`src/rtl/keypad_input_pkg.sv`:
```
// Shared key codes, the "no key" encoding, debouncer states and the
// position-to-code map for the 4x4 keypad.
package keypad_input_pkg;

  localparam int MAX_DIGITS_DEF = 7;

  localparam logic [3:0] KEY_A    = 4'd10;
  localparam logic [3:0] KEY_B    = 4'd11;
  localparam logic [3:0] KEY_C    = 4'd12;
  localparam logic [3:0] KEY_D    = 4'd13;
  localparam logic [3:0] KEY_STAR = 4'd14;
  localparam logic [3:0] KEY_HASH = 4'd15;

  // Candidate per scan round: bit 4 set means no single key was seen.
  typedef logic [4:0] cand_t;
  localparam cand_t KEY_NONE = 5'h10;

  typedef enum logic [1:0] {
    DB_IDLE,
    DB_PRESS_WAIT,
    DB_HELD,
    DB_RELEASE_WAIT
  } db_state_t;

  // Position is row*4 + col.
  function automatic logic [3:0] pos_to_code(input logic [3:0] pos);
    case (pos)
      4'd0:    return 4'd1;
      4'd1:    return 4'd2;
      4'd2:    return 4'd3;
      4'd3:    return KEY_A;
      4'd4:    return 4'd4;
      4'd5:    return 4'd5;
      4'd6:    return 4'd6;
      4'd7:    return KEY_B;
      4'd8:    return 4'd7;
      4'd9:    return 4'd8;
      4'd10:   return 4'd9;
      4'd11:   return KEY_C;
      4'd12:   return KEY_STAR;
      4'd13:   return 4'd0;
      4'd14:   return KEY_HASH;
      default: return KEY_D;
    endcase
  endfunction

endpackage

```
`src/rtl/keypad_input_if.sv`:
```
// Keypad pins plus the decoded-number outputs toward CPU / display.
interface keypad_input_if;
  logic [3:0]  col_in;
  logic [3:0]  row_out;
  logic        key_valid;
  logic [3:0]  key_code;
  logic [23:0] value;
  logic [3:0]  digit_count;
  logic        entered;
  logic [23:0] entered_value;

  modport master (
    input  col_in,
    output row_out, key_valid, key_code, value, digit_count, entered, entered_value
  );

  modport slave (
    output col_in,
    input  row_out, key_valid, key_code, value, digit_count, entered, entered_value
  );
endinterface

```
`src/rtl/keypad_input_key_debouncer.sv`:
```
// Round-level debouncer: a key is accepted after ROUNDS identical rounds and
// released after ROUNDS empty rounds. press is a strobe on the accepting
// round-done cycle so the accumulator registers it one cycle later.
module key_debouncer
  import keypad_input_pkg::*;
#(
  parameter int ROUNDS = 5
) (
  input  logic       clk,
  input  logic       rst,
  input  logic       round_done,
  input  cand_t      cand,
  output logic       press,
  output logic [3:0] press_key
);

  localparam int CW = $clog2(ROUNDS + 1);

  db_state_t     state;
  logic [CW-1:0] cnt;
  logic [3:0]    key;
  logic          none, same, last_round;

  assign none       = cand[4];
  assign same       = !none && (cand[3:0] == key);
  assign last_round = (cnt == CW'(ROUNDS - 1));
  assign press      = round_done && (state == DB_PRESS_WAIT) && same && last_round;
  assign press_key  = key;

  // Debounce FSM, advanced once per completed scan round.
  always_ff @(posedge clk) begin
    if (rst) begin
      state <= DB_IDLE;
      cnt   <= '0;
      key   <= '0;
    end else if (round_done) begin
      case (state)
        DB_IDLE: if (!none) begin
          state <= DB_PRESS_WAIT;
          key   <= cand[3:0];
          cnt   <= CW'(1);
        end
        DB_PRESS_WAIT: begin
          if (!same) begin
            state <= DB_IDLE;
            cnt   <= '0;
          end else if (last_round) begin
            state <= DB_HELD;
            cnt   <= '0;
          end else begin
            cnt <= cnt + CW'(1);
          end
        end
        DB_HELD: if (none) begin
          state <= DB_RELEASE_WAIT;
          cnt   <= CW'(1);
        end
        default: begin
          if (!none) begin
            state <= DB_HELD;
            cnt   <= '0;
          end else if (last_round) begin
            state <= DB_IDLE;
            cnt   <= '0;
          end else begin
            cnt <= cnt + CW'(1);
          end
        end
      endcase
    end
  end

endmodule

```
`src/rtl/keypad_input.sv`:
```
// 4x4 keypad scanner: prescaled row scan, per-round decode, debouncer and a
// decimal accumulator with backspace, clear and enter.
module keypad_input
  import keypad_input_pkg::*;
#(
  parameter int CLK_FREQ        = 100_000_000,
  parameter int SCAN_HZ         = 1000,
  parameter int DEBOUNCE_ROUNDS = 5,
  parameter int MAX_DIGITS      = MAX_DIGITS_DEF
) (
  input  logic            clk,
  input  logic            rst,
  keypad_input_if.master  kp
);

  localparam int DIV = CLK_FREQ / SCAN_HZ;
  localparam int PW  = (DIV > 1) ? $clog2(DIV) : 1;

  logic [PW-1:0] presc;
  logic          tick, round_done;
  logic [1:0]    row_idx;
  logic [15:0]   round_map, map_next;
  cand_t         cand;
  logic          press;
  logic [3:0]    press_key;

  assign tick       = (presc == PW'(DIV - 1));
  assign round_done = tick && (row_idx == 2'd3);
  assign kp.row_out = ~(4'b0001 << row_idx);

  // Round map with the currently driven row's columns merged in.
  always_comb begin
    map_next = round_map;
    map_next[{row_idx, 2'b00} +: 4] = ~kp.col_in;
  end

  // Exactly one key down gives a candidate; anything else is NONE.
  always_comb begin
    cand = KEY_NONE;
    if (map_next != '0 && (map_next & (map_next - 16'd1)) == '0) begin
      for (int i = 0; i < 16; i++)
        if (map_next[i]) cand = {1'b0, pos_to_code(4'(i))};
    end
  end

  // Prescaler, row advance and column sampling on each tick.
  always_ff @(posedge clk) begin
    if (rst) begin
      presc     <= '0;
      row_idx   <= '0;
      round_map <= '0;
    end else if (tick) begin
      presc     <= '0;
      row_idx   <= row_idx + 2'd1;
      round_map <= map_next;
    end else begin
      presc <= presc + PW'(1);
    end
  end

  key_debouncer #(.ROUNDS(DEBOUNCE_ROUNDS)) u_db (
    .clk        (clk),
    .rst        (rst),
    .round_done (round_done),
    .cand       (cand),
    .press      (press),
    .press_key  (press_key)
  );

  // Accumulator: applies each accepted key and raises the one-cycle strobes.
  always_ff @(posedge clk) begin
    if (rst) begin
      kp.key_valid     <= 1'b0;
      kp.key_code      <= '0;
      kp.value         <= '0;
      kp.digit_count   <= '0;
      kp.entered       <= 1'b0;
      kp.entered_value <= '0;
    end else begin
      kp.key_valid <= press;
      kp.entered   <= 1'b0;
      if (press) begin
        kp.key_code <= press_key;
        if (press_key <= 4'd9) begin
          if (kp.digit_count < 4'(MAX_DIGITS)) begin
            kp.value       <= (kp.value << 3) + (kp.value << 1) + {20'd0, press_key};
            kp.digit_count <= kp.digit_count + 4'd1;
          end
        end else begin
          case (press_key)
            KEY_A: if (kp.digit_count != '0) begin
              kp.value       <= kp.value / 24'd10;
              kp.digit_count <= kp.digit_count - 4'd1;
            end
            KEY_STAR: begin
              kp.value       <= '0;
              kp.digit_count <= '0;
            end
            KEY_HASH: begin
              kp.entered       <= 1'b1;
              kp.entered_value <= kp.value;
              kp.value         <= '0;
              kp.digit_count   <= '0;
            end
            default: ;
          endcase
        end
      end
    end
  end

endmodule

```
`src/flat_wrapper.sv`:
```
// flat-port wrapper written by rule: the top's interface ports become plain ports
module keypad_input_flat import keypad_input_pkg::*;
#(
  parameter int CLK_FREQ        = 100_000_000,
  parameter int SCAN_HZ         = 1000,
  parameter int DEBOUNCE_ROUNDS = 5,
  parameter int MAX_DIGITS      = MAX_DIGITS_DEF
)
  (clk, rst, kp_col_in, kp_row_out, kp_key_valid, kp_key_code, kp_value, kp_digit_count, kp_entered, kp_entered_value);
  keypad_input_if kp_i ();
  input  logic clk;
  input  logic rst;
  input wire logic [$bits(kp_i.col_in)-1:0] kp_col_in;
  output wire logic [$bits(kp_i.row_out)-1:0] kp_row_out;
  output wire logic [$bits(kp_i.key_valid)-1:0] kp_key_valid;
  output wire logic [$bits(kp_i.key_code)-1:0] kp_key_code;
  output wire logic [$bits(kp_i.value)-1:0] kp_value;
  output wire logic [$bits(kp_i.digit_count)-1:0] kp_digit_count;
  output wire logic [$bits(kp_i.entered)-1:0] kp_entered;
  output wire logic [$bits(kp_i.entered_value)-1:0] kp_entered_value;
  assign kp_i.col_in = kp_col_in;
  assign kp_row_out = kp_i.row_out;
  assign kp_key_valid = kp_i.key_valid;
  assign kp_key_code = kp_i.key_code;
  assign kp_value = kp_i.value;
  assign kp_digit_count = kp_i.digit_count;
  assign kp_entered = kp_i.entered;
  assign kp_entered_value = kp_i.entered_value;
  keypad_input #(.CLK_FREQ(CLK_FREQ), .SCAN_HZ(SCAN_HZ), .DEBOUNCE_ROUNDS(DEBOUNCE_ROUNDS), .MAX_DIGITS(MAX_DIGITS)) u_core (.clk(clk), .rst(rst), .kp(kp_i));
endmodule
```
`config.mk`:
```
export PLATFORM = sky130hd
export DESIGN_NAME = keypad_input_flat
export DESIGN_NICKNAME = d
export VERILOG_FILES = /design/src/rtl/keypad_input_pkg.sv /design/src/rtl/keypad_input_if.sv /design/src/rtl/keypad_input_key_debouncer.sv /design/src/rtl/keypad_input.sv /design/src/flat_wrapper.sv
export SDC_FILE = /design/constraint.sdc
export NUM_CORES = 1
export LEC_CHECK = 0
export ABC_AREA = 0
export CAP_MARGIN = 20
export CORE_UTILIZATION = 45
export CTS_BUF_LIST = sky130_fd_sc_hd__clkbuf_4
export CTS_CLUSTER_DIAMETER = 200
export DETAILED_ROUTE_END_ITERATION = 8
export PLACE_DENSITY = 0.61
export SYNTH_ARGS = -nofsm -noshare
export SYNTH_HDL_FRONTEND = slang
export SYNTH_HIERARCHICAL = 1
export SYNTH_SLANG_ARGS = --single-unit
```
`constraint.sdc`:
```
create_clock -name clk -period 13.12 [get_ports clk]
set_clock_uncertainty 0.2 [all_clocks]
set_input_delay 3.28 -clock clk [delete_from_list [all_inputs] [get_ports clk]]
set_output_delay 3.28 -clock clk [all_outputs]
set_load 0.01 [all_outputs]
```
Word-level counts from Yosys, hierarchy flattened

Cells that the tools add are included.

Register bits after elaboration: 102
Input bits: 6
Output and inout bits: 62
Word-level logic and storage cells: 108

Add/subtract/negate cells: 9
Divide/modulo/power cells: 1
Magnitude comparators: 2
Eq/ne operators: 15
Shift operators: 3
Muxes and demuxes: 40
Bitwise logic cells: 6
Reductions and logical operators: 20

Operators by type and width:

| cell                     | number |
|---|---|
| $mux W5                  | 17 |
| $mux W24                 | 3 |
| $pmux W24 S2             | 1 |
| $add A24 B24 Y24         | 1 |
| $add A24 B4 Y24          | 1 |
| $div A24 B4 Y24 const B  | 1 |
| $add A17 B1 Y17 const B  | 1 |
| $eq A17 B17 Y1 const B   | 1 |
| $and A16 B16 Y16         | 1 |
| $bwmux W16               | 1 |
| $logic_not A16 Y1        | 1 |
| $reduce_bool A16 Y1      | 1 |
| $shift A4 B6 Y16 const A | 1 |
| $shiftx A4 B6 Y16        | 1 |
| $sub A16 B1 Y16 const B  | 1 |
| $mux W3                  | 5 |
| $eq A4 B4 Y1 const B     | 3 |
| $mux W2                  | 6 |
| $mux W4                  | 3 |
| $pmux W3 S3              | 1 |
| $reduce_and A3 Y1        | 3 |
| $not A4 Y4               | 2 |
| $pmux W4 S2              | 1 |
| $logic_and A1 B1 Y1      | 6 |
| other kinds (27)         | 33 |

Logic depth before layout (Yosys ltp)

Gate-level depths: netlist (run 1).

Word-level depth: 26
Gate-level depth with buffers: 31
Depth with buffers taken out: 25

By module

The synthesis (run 1) kept the hierarchy.

Modules (own cells, without submodules):

| module        | times used | cells an instance | area each (µm²) |
|---|---|---|---|
| keypad_input  | 1          | 1089              | 8398.1 |
| key_debouncer | 1          | 69                | 616.8 |

Worst setup path before layout (run 1)

No wires, ideal clock.

Path kind: in2reg
Start: in kp_col_in[1]
End: reg u_core.kp.digit_count[2]
Setup time: 128 ps
Arrival time: 7198 ps
Data required time: 12792 ps
Setup slack: 5594 ps
Stages on the path: 22
Path through: nor2_1 and3_1 a21oi_1 and2_1 nand3b_1 nor2_1 a21o_1 a22o_1 a32o_1 nand4_1 a31oi_1 xnor2_1 nand3_2 nor4b_2 and3_1 clkbuf_1 and2_1 clkbuf_1 clkbuf_1 o221ai_1 a21oi_1 nor2_1

Cells in the longest elaborated chain, start to end: 25

RTL lines:

| item                                 | RTL line                         | RTL |
|---|---|---|
| start: declaration                   | flat_wrapper.sv:13               | `input wire logic [$bits(kp_i.col_in)-1:0] kp_col_in;` |
| $not A4 Y4 *                         | keypad_input.sv:34               | `map_next[{row_idx, 2'b00} +: 4] = ~kp.col_in;` |
| $shiftx A4 B6 Y16 *                  | keypad_input.sv:34               |  |
| $bwmux W16 *                         | keypad_input.sv:34               |  |
| $mux W5 (16 in series)               | keypad_input.sv:42               | `if (map_next[i]) cand = {1'b0, pos_to_code(4'(i))};` |
| $mux W5 *                            | keypad_input.sv:40               | `if (map_next != '0 && (map_next & (map_next - 16'd1)) == '0) begin` |
| named net u_core.cand[4]             | keypad_input.sv:23               | `cand_t cand;` |
| $logic_not A1 Y1 *                   | keypad_input_key_debouncer.sv:25 | `assign same = !none && (cand[3:0] == key);` |
| $logic_and A1 B1 Y1 *                | keypad_input_key_debouncer.sv:25 |  |
| $logic_and A1 B1 Y1 * (2 in series)  | keypad_input_key_debouncer.sv:27 | `assign press = round_done && (state == DB_PRESS_WAIT) && same && last_round;` |
| named net u_core.press               | keypad_input.sv:24               | `logic press;` |
| $reduce_and A4 Y1 (no source line) * | n/a                              |  |
| end signal: assignment               | keypad_input.sv:87               | `kp.digit_count <= kp.digit_count + 4'd1;` |
| end signal: assignment               | keypad_input.sv:93               | `kp.digit_count <= kp.digit_count - 4'd1;` |
| end: declaration                     | keypad_input_if.sv:14            | `output row_out, key_valid, key_code, value, digit_count, entered, entered_value` |

The timed path passes the listed nets; every way through them passes the cells marked *.
A chain may end at the register's enable or synchronous reset.

Final worst setup path (run 1)

Start: reg u_core.kp.value[22]
End: reg u_core.kp.value[0]

Cells in the longest elaborated chain, start to end: 4

RTL lines:

| item                     | RTL line              | RTL |
|---|---|---|
| start: declaration       | keypad_input_if.sv:14 |  |
| start signal: assignment | keypad_input.sv:86    | `kp.value <= (kp.value << 3) + (kp.value << 1) + {20'd0, press_key};` |
| start signal: assignment | keypad_input.sv:92    | `kp.value <= kp.value / 24'd10;` |
| $div A24 B4 Y24          | keypad_input.sv:92    |  |
| $mux W24                 | keypad_input.sv:91    | `KEY_A: if (kp.digit_count != '0) begin` |
| $pmux W24 S2             | keypad_input.sv:90    | `case (press_key)` |
| $mux W24                 | keypad_input.sv:84    | `if (press_key <= 4'd9) begin` |

No other way between the ends. The select of a mux whose other input is x is not followed.

==> results of run 1 <==
==> through the flow <==
stage | power, uW | worst slack (ns) | area, sq um
floorplan | 330 | 5.59 | 9010
global placement | 334 | 4.36 | 9710
CTS | 509 | 4.56 | 9870
detailed placement | 334 | 4.17 | 9730
global route | 520 | 3.52 | 9900
finish | 498 | 4.41 | 9900
==> worst min-delay path: stages, from the launching register on <==
cell and delay [ns]:
dfxtp_1 0.34, nand2_1 0.05, a21oi_1 0.05
==> final timing paths <==
check / from / to / slack (ns) / cells past startpoint
max: u_core/kp.value[22] / u_core/kp.value[0] / 4.41 / 25
min: u_core/kp.entered_value[8] / u_core/kp.entered_value[8] / 0.27 / 2
max reg2reg: u_core/kp.value[22] / u_core/kp.value[0] / 4.41 / 25
min reg2reg: u_core/kp.entered_value[8] / u_core/kp.entered_value[8] / 0.27 / 2
==> Yosys cell counts, drive strengths merged, types with 8 or more instances <==
library cell,number
xor2,18
inv,52
nand3,38
buf,17
o221ai,13
dfxtp,102
and3,24
xnor2,37
nand4,11
ha,57
mux2i,19
a311oi,9
o211ai,10
a22oi,10
nor2,113
nor4,8
a21o,8
clkbuf,56
o21ai,45
o21bai,20
and2,15
a211oi,41
nor3,26
o31ai,10
nand2,114
or2,14
a21oi,99
a221oi,12
nor2b,11
a31oi,13
==> power groups by stage <==
stage,Clock (uW),Sequential [uW],Combinational (uW)
detailed placement,0,318,16.4
finish,170,311,16.3
CTS,181,312,16.4
global placement,0,318,16.4
global route,190,312,18.6
floorplan,0,318,12.1
==> cells in the final DEF (no fill, tap or decap), types with 7 or more instances in the layout <==
| cell type | Yosys | routed |
|---|---|---|
| clkdlybuf4s50_1 | 0 | 66 |
| o211ai_1 | 10 | 10 |
| xor2_1 | 18 | 18 |
| o21ai_0 | 39 | 39 |
| nor3_1 | 26 | 26 |
| a211oi_1 | 39 | 39 |
| a221oi_1 | 11 | 11 |
| a21o_1 | 8 | 8 |
| o221ai_1 | 13 | 13 |
| o31ai_1 | 8 | 8 |
| dfxtp_1 | 102 | 102 |
| a31oi_1 | 13 | 13 |
| mux2i_1 | 19 | 19 |
| a22oi_1 | 9 | 9 |
| nand4_1 | 11 | 11 |
| inv_1 | 51 | 51 |
| nor2_1 | 112 | 112 |
| xnor2_1 | 35 | 35 |
| and2_1 | 13 | 13 |
| nand2_1 | 114 | 114 |
| a21oi_1 | 98 | 98 |
| ha_1 | 57 | 57 |
| o21bai_1 | 20 | 20 |
| a311oi_1 | 7 | 7 |
| nand3_1 | 37 | 37 |
| clkbuf_4 | 0 | 10 |
| and3_1 | 23 | 23 |
| nor2b_1 | 10 | 10 |
| or2_2 | 7 | 7 |
==> layer usage <==
metal,up-vias,global-route usage [%],share of wire [%]
met5,-,0,0
met4,0,4.42,0.78
met3,16,2.97,3.7
met2,177,39.6,48
met1,4125,32.4,47
li1,4307,-,-
==> flip-flops by register name, indices dropped and copies added, names as in the netlist <==
| signal | cells |
|---|---|
| u_core/kp.digit_count | 4 |
| u_core/kp.entered | 1 |
| u_core/kp.entered_value | 24 |
| u_core/kp.key_code | 4 |
| u_core/kp.key_valid | 1 |
| u_core/kp.value | 24 |
| u_core/presc | 17 |
| u_core/round_map | 16 |
| u_core/row_idx | 2 |
| u_core/u_db/cnt | 3 |
| u_core/u_db/press_key | 4 |
| u_core/u_db/state | 2 |
==> cell type report <==
class | instances | area (sq um)
well taps | 265 | 332
multi-input cells | 929 | 6440
clock buffers | 10 | 75.1
clock inverters | 6 | 61.3
repair buffers | 72 | 743
flip-flops and latches | 102 | 2040
inverters | 54 | 203
fillers | 1960 | 9630
==> cell families after synthesis <==
kind of cell	share of synthesized area, %
and+or+nand+nor	23.1
adders and majority gates	8.92
buffers and inverters	5.90
xor gates and xnor gates	5.51
AOI/OAI and AO/OA	30.8
DFF	22.7
muxes	3.11
==> summary.md, run 1 <==
| Metric | Value |
|---|---|
| Layout cell share with drive strength beyond 1 | 6.73% |
| Die Area | 20600 sq um |
| Cells resized by post-CTS repair | 0 |
| CTS tree | yes |
| Drt pass-1 iters | 5 |
| Aggregate global routing overflow | 0 |
| Combinational share of power | 3.3% |
| Initial Utilization | 46.2% |
| Top delay family on crit path | compound AO/OA/AOI/OAI gates |
| Layout area overhead | 9.78% |
| Yosys top cell area share | 22.7% |
| Seq cells post-synth | 102 |
| Syn avg cell area | 7.78 sq um |
| Cts hold-fix bufs | 0 |
| Buf+Inv Stages, Crit Path | 1 |
| Rows | 51 |
| Initial antenna violation count | 0 |
| Non-filler cells, final | 1438 |
| Diode count | 0 |
| Worst-case vdd ir drop | 0.0417 mV |
| Async SR Flop Fraction | 0% |
| Syn Nets | 1223 |
| Yosys top cell by area | dfxtp_1 |
| Synthesized area | 9010 sq um |
| Worst stage delay on the critical path | 0.90 ns |
| Top FF cell, synth | dfxtp_1 |
| Vias/cell | 6.00 |
| Leakage power | 0.00361 uW |
| Input/output buffers | 67 |
| 1st-iter DRT viols | 651 |
| Clock power share | 34.1% |
| Drt wl/cell | 16.5 um |
| RSZ-0062 raised after global routing | no |
| Chip Width | 144 um |
| Synth area leaders | dfxtp_1 (23%), ha_1 (7.9%), a21oi_1 (5.4%) |
| Slowest CP cell | dfxtp_1 |
| Final net count | 1233 |
| Flop pwr share | 62.6% |
| Antenna Nets Post-Route | 0 |
| Crit path arrival time | 8.91 ns |
| Kind of path behind the tightest hold check | reg -> reg |
| Clock slew at reported path FFs | 0.16 ns |
| Residual DRC | 0 |
| Outcome | completed |
| Largest net degree at the start of global routing | 51 |
| Seq/Total Area, Yosys | 22.7% |
| Switching Share | 24.4% |
| Synth unique cells | 116 |
| Switching pwr | 121 uW |
| Crit-path max FO | 27 |
| CTS sink cnt | 102 |
| CTS Buf Count | 9 |
| Cell repeated most along the worst path | a22oi_1 |
| Clock root cell | clkbuf_4 |
| Setup violation total in the final timing report | 0 |
| CP Launch Type | register |
| Post-synth EDFFs | 0 |
| Max Cap Viol | 0 |
| Final period util | 66.4% |
| Slew HR | 28.5% |
| Clock latency at the later pin of the worst-skew pair | 0.47 ns |
| Final HPWL DP | 16900 um |
| Synth Warn # | 6 |
| Post-synthesis cell count | 1158 |
| Placed insts | 1421 |
| Worst Max-Slew Pin Slew | 1.07 ns |
| Final Util | 50.7% |
| Critical path type | reg -> reg |
| DR vias | 8625 |
| CTS H-tree depth | 3 |
| Crit end category | register |
| Die height | 144 um |
| Minimum clock period | 8.71 ns |
| Core area | 19500 sq um |
| Pwr Density | 50.3 nW/um^2 |
| DRT Wirelength | 23700 um |
| Pint | 376 uW |
| Final Hold Fails | 0 |
| Hold Slack | 0.266 ns |
| Final Slew Violations | 0 |
| IO Pins | 68 |
| CTS Buffer Depth | 2 |
| Max Freq | 115 MHz |
| Vias in the first global route | 7740 |
| Setup TNS | 0 ns |
| GP Congestion | 0.884 |
| GRT Util Overall | 23.6% |
| First-pass GRT wire length | 39600 um |
| CP Data Required Time | 13.32 ns |
| Post-CTS Setup Bufs | 0 |
Note: power is estimated with default switching activity, not from simulation.
==> run 2: changes to the inputs <==
- PLACE_DENSITY: 0.61 -> 0.63
- clock period: 13.12 -> 7.3 ns (I/O delays scaled with it)
==> summary.md, run 2 (same netlist as run 1, synthesis figures left out) <==
| Metric | Value |
|---|---|
| Outcome | completed (unchanged) |
| Final Slew Violations | 0 (unchanged) |
| CTS H-tree depth | 3 (unchanged) |
| Vias/cell | 5.82 (was 6.00) |
| Final period util | 100% (was 66.4%) |
| Core area | 19500 sq um (unchanged) |
| RSZ-0062 raised after global routing | yes (was no) |
| Initial antenna violation count | 0 (unchanged) |
| Final net count | 1401 (was 1233) |
| Vias in the first global route | 8753 (was 7740) |
| Worst Max-Slew Pin Slew | 0.805 ns (was 1.07 ns) |
| Slew HR | 46.3% (was 28.5%) |
| Crit-path max FO | 9 (was 27) |
| Cts hold-fix bufs | 0 (unchanged) |
| Input/output buffers | 67 (unchanged) |
| Initial Utilization | 46.2% (unchanged) |
| Crit end category | register (unchanged) |
| Die Area | 20600 sq um (unchanged) |
| DR vias | 9354 (was 8625) |
| DRT Wirelength | 25900 um (was 23700 um) |
| Final HPWL DP | 18100 um (was 16900 um) |
| Commonest cells after routing, fill and taps aside | buf_4 (167), nand2_1 (114), nor2_1 (108) (was nand2_1 (114), nor2_1 (112), dfxtp_1 (102)) |
| Number of fill cells in the layout | 1756 (was 1960) |
| Buf+Inv Stages, Crit Path | 9 (was 1) |
| R2R Setup Slk | 0.002 ns (was 4.41 ns) |
| Layout cell share with drive strength beyond 1 | 24.0% (was 6.73%) |
| Die height | 144 um (unchanged) |
| CTS Buf Count | 9 (unchanged) |
| Non-filler cells, final | 1606 (was 1438) |
| Kind of path behind the tightest hold check | reg -> reg (unchanged) |
| CTS sink cnt | 102 (unchanged) |
| Drt pass-1 iters | 5 (unchanged) |
| Clock root cell | clkbuf_4 (unchanged) |
| Drt wl/cell | 16.2 um (was 16.5 um) |
| Residual DRC | 0 (unchanged) |
| Setup violation total in the final timing report | 0 (unchanged) |
| Setup TNS | 0 ns (unchanged) |
| Clock latency at the later pin of the worst-skew pair | 0.49 ns (was 0.47 ns) |
| CP Launch Type | register (unchanged) |
| Worst-case vdd ir drop | 0.103 mV (was 0.0417 mV) |
| Post-DP Area | 10800 sq um (was 9730 sq um) |
| CTS tree | yes (unchanged) |
| Chip Width | 144 um (unchanged) |
| Top delay family on crit path | compound AO/OA/AOI/OAI gates (unchanged) |
| GRT Util Overall | 24.9% (was 23.6%) |
| Worst stage delay on the critical path | 0.45 ns (was 0.90 ns) |
| Layout area overhead | 29.8% (was 9.78%) |
| Max Cap Viol | 0 (unchanged) |
| Regs by FF count | u_core/kp.entered_value: 24 flops, u_core/kp.value: 24 flops, u_core/presc: 17 flops (unchanged) |
| Slowest CP cell | or4_4 (was dfxtp_1) |
| First-pass GRT wire length | 42100 um (was 39600 um) |
| Diode count | 0 (unchanged) |
| Total Power | 913 uW (was 498 uW) |
| Commonest non-fill, non-tap cell in the layout | buf_4 (was nand2_1) |
| Final Util | 59.9% (was 50.7%) |
| Max Freq | 137 MHz (was 115 MHz) |
| Crit path arrival time | 7.50 ns (was 8.91 ns) |
| Antenna Nets Post-Route | 0 (unchanged) |
| Leakage power | 0.00461 uW (was 0.00361 uW) |
| Placed insts | 1569 (was 1421) |
| IO Pins | 68 (unchanged) |
| Minimum clock period | 7.30 ns (was 8.71 ns) |
| Pwr Density | 78.0 nW/um^2 (was 50.3 nW/um^2) |
| CP Data Required Time | 7.50 ns (was 13.32 ns) |
| GP Congestion | 0.887 (was 0.884) |
| Cell repeated most along the worst path | buf_4 (was a22oi_1) |
| Critical path type | reg -> reg (unchanged) |
| CTS Buffer Depth | 2 (unchanged) |
| Post-route cell area | 11700 sq um (was 9900 sq um) |
| Final Hold Fails | 0 (unchanged) |
| Clock slew at reported path FFs | 0.17 ns (was 0.16 ns) |
| Aggregate global routing overflow | 0 (unchanged) |
| Rows | 51 (unchanged) |
| 1st-iter DRT viols | 468 (was 651) |
| Largest net degree at the start of global routing | 52 (was 51) |
## run 2: cell count changes in the layout (fill, tap and decap cells not counted), sizes merged
| cell | before | now |
|---|---|---|
| clkinv | 5 | 3 |
| buf | 6 | 174 |
| clkbuf | 10 | 12 |
## run 2: routing by layer
layer,global-route usage (%),part of all wire (%)
met5,0,0
met4,7.95,1.5
met3,2.47,3.4
met2,42.3,48
met1,33.0,47
## run 2: where the power goes
group          internal [uW]  switching, uW  total (uW)
clock                    118            205         323
sequential               557           1.28         559
combinational           10.7           20.2        30.9
total                    686            226         913
## run 2: timing repair
item                       4_1_cts  5_1_grt
pin swaps                        9       33
setup endpoints to repair        3        4
resized for setup               29       94
buffers inserted                 6       17
hold endpoints to repair         0        0
## run 2: worst paths after layout
check / startpoint / endpoint / cells past startpoint
max: u_core/kp.value[21] / u_core/kp.value[0] / 34
min reg2reg: u_core/kp.entered_value[15] / u_core/kp.entered_value[15] / 2
max reg2reg: u_core/kp.value[21] / u_core/kp.value[0] / 34
min: u_core/kp.entered_value[15] / u_core/kp.entered_value[15] / 2
## run 2: final cells by class
type | instances | area [sq um] | area share, %
inverter | 54 | 203 | 1.73
clock buffer | 12 | 90.1 | 0.770
timing repair buffer | 240 | 1990 | 17.0
sequential | 102 | 2060 | 17.6
multi-input combinational | 929 | 6980 | 59.6
clock inverter | 4 | 55.1 | 0.471
tap | 265 | 332 | 2.83
## run 2: worst register-to-register path, delay by kind of cell (launching register included)
family,cells,cell delay (ns)
AO/OA/AOI/OAI,13,2.88
flip-flops,1,0.42
buffers and inverters,9,1.45
AND/OR/NAND/NOR,10,1.73
multiplexers,2,0.55
## run 2: stage by stage
| stage | setup slack (ns) | hold WS (ns) |
|---|---|---|
| after floorplan | 0.260 | 0.230 |
| after global placement | -0.0589 | 0.241 |
| after detailed placement | -0.109 | 0.247 |
| after CTS | -0.0116 | 0.267 |
| after global routing | -0.323 | 0.283 |
| final | 0.00151 | 0.263 |
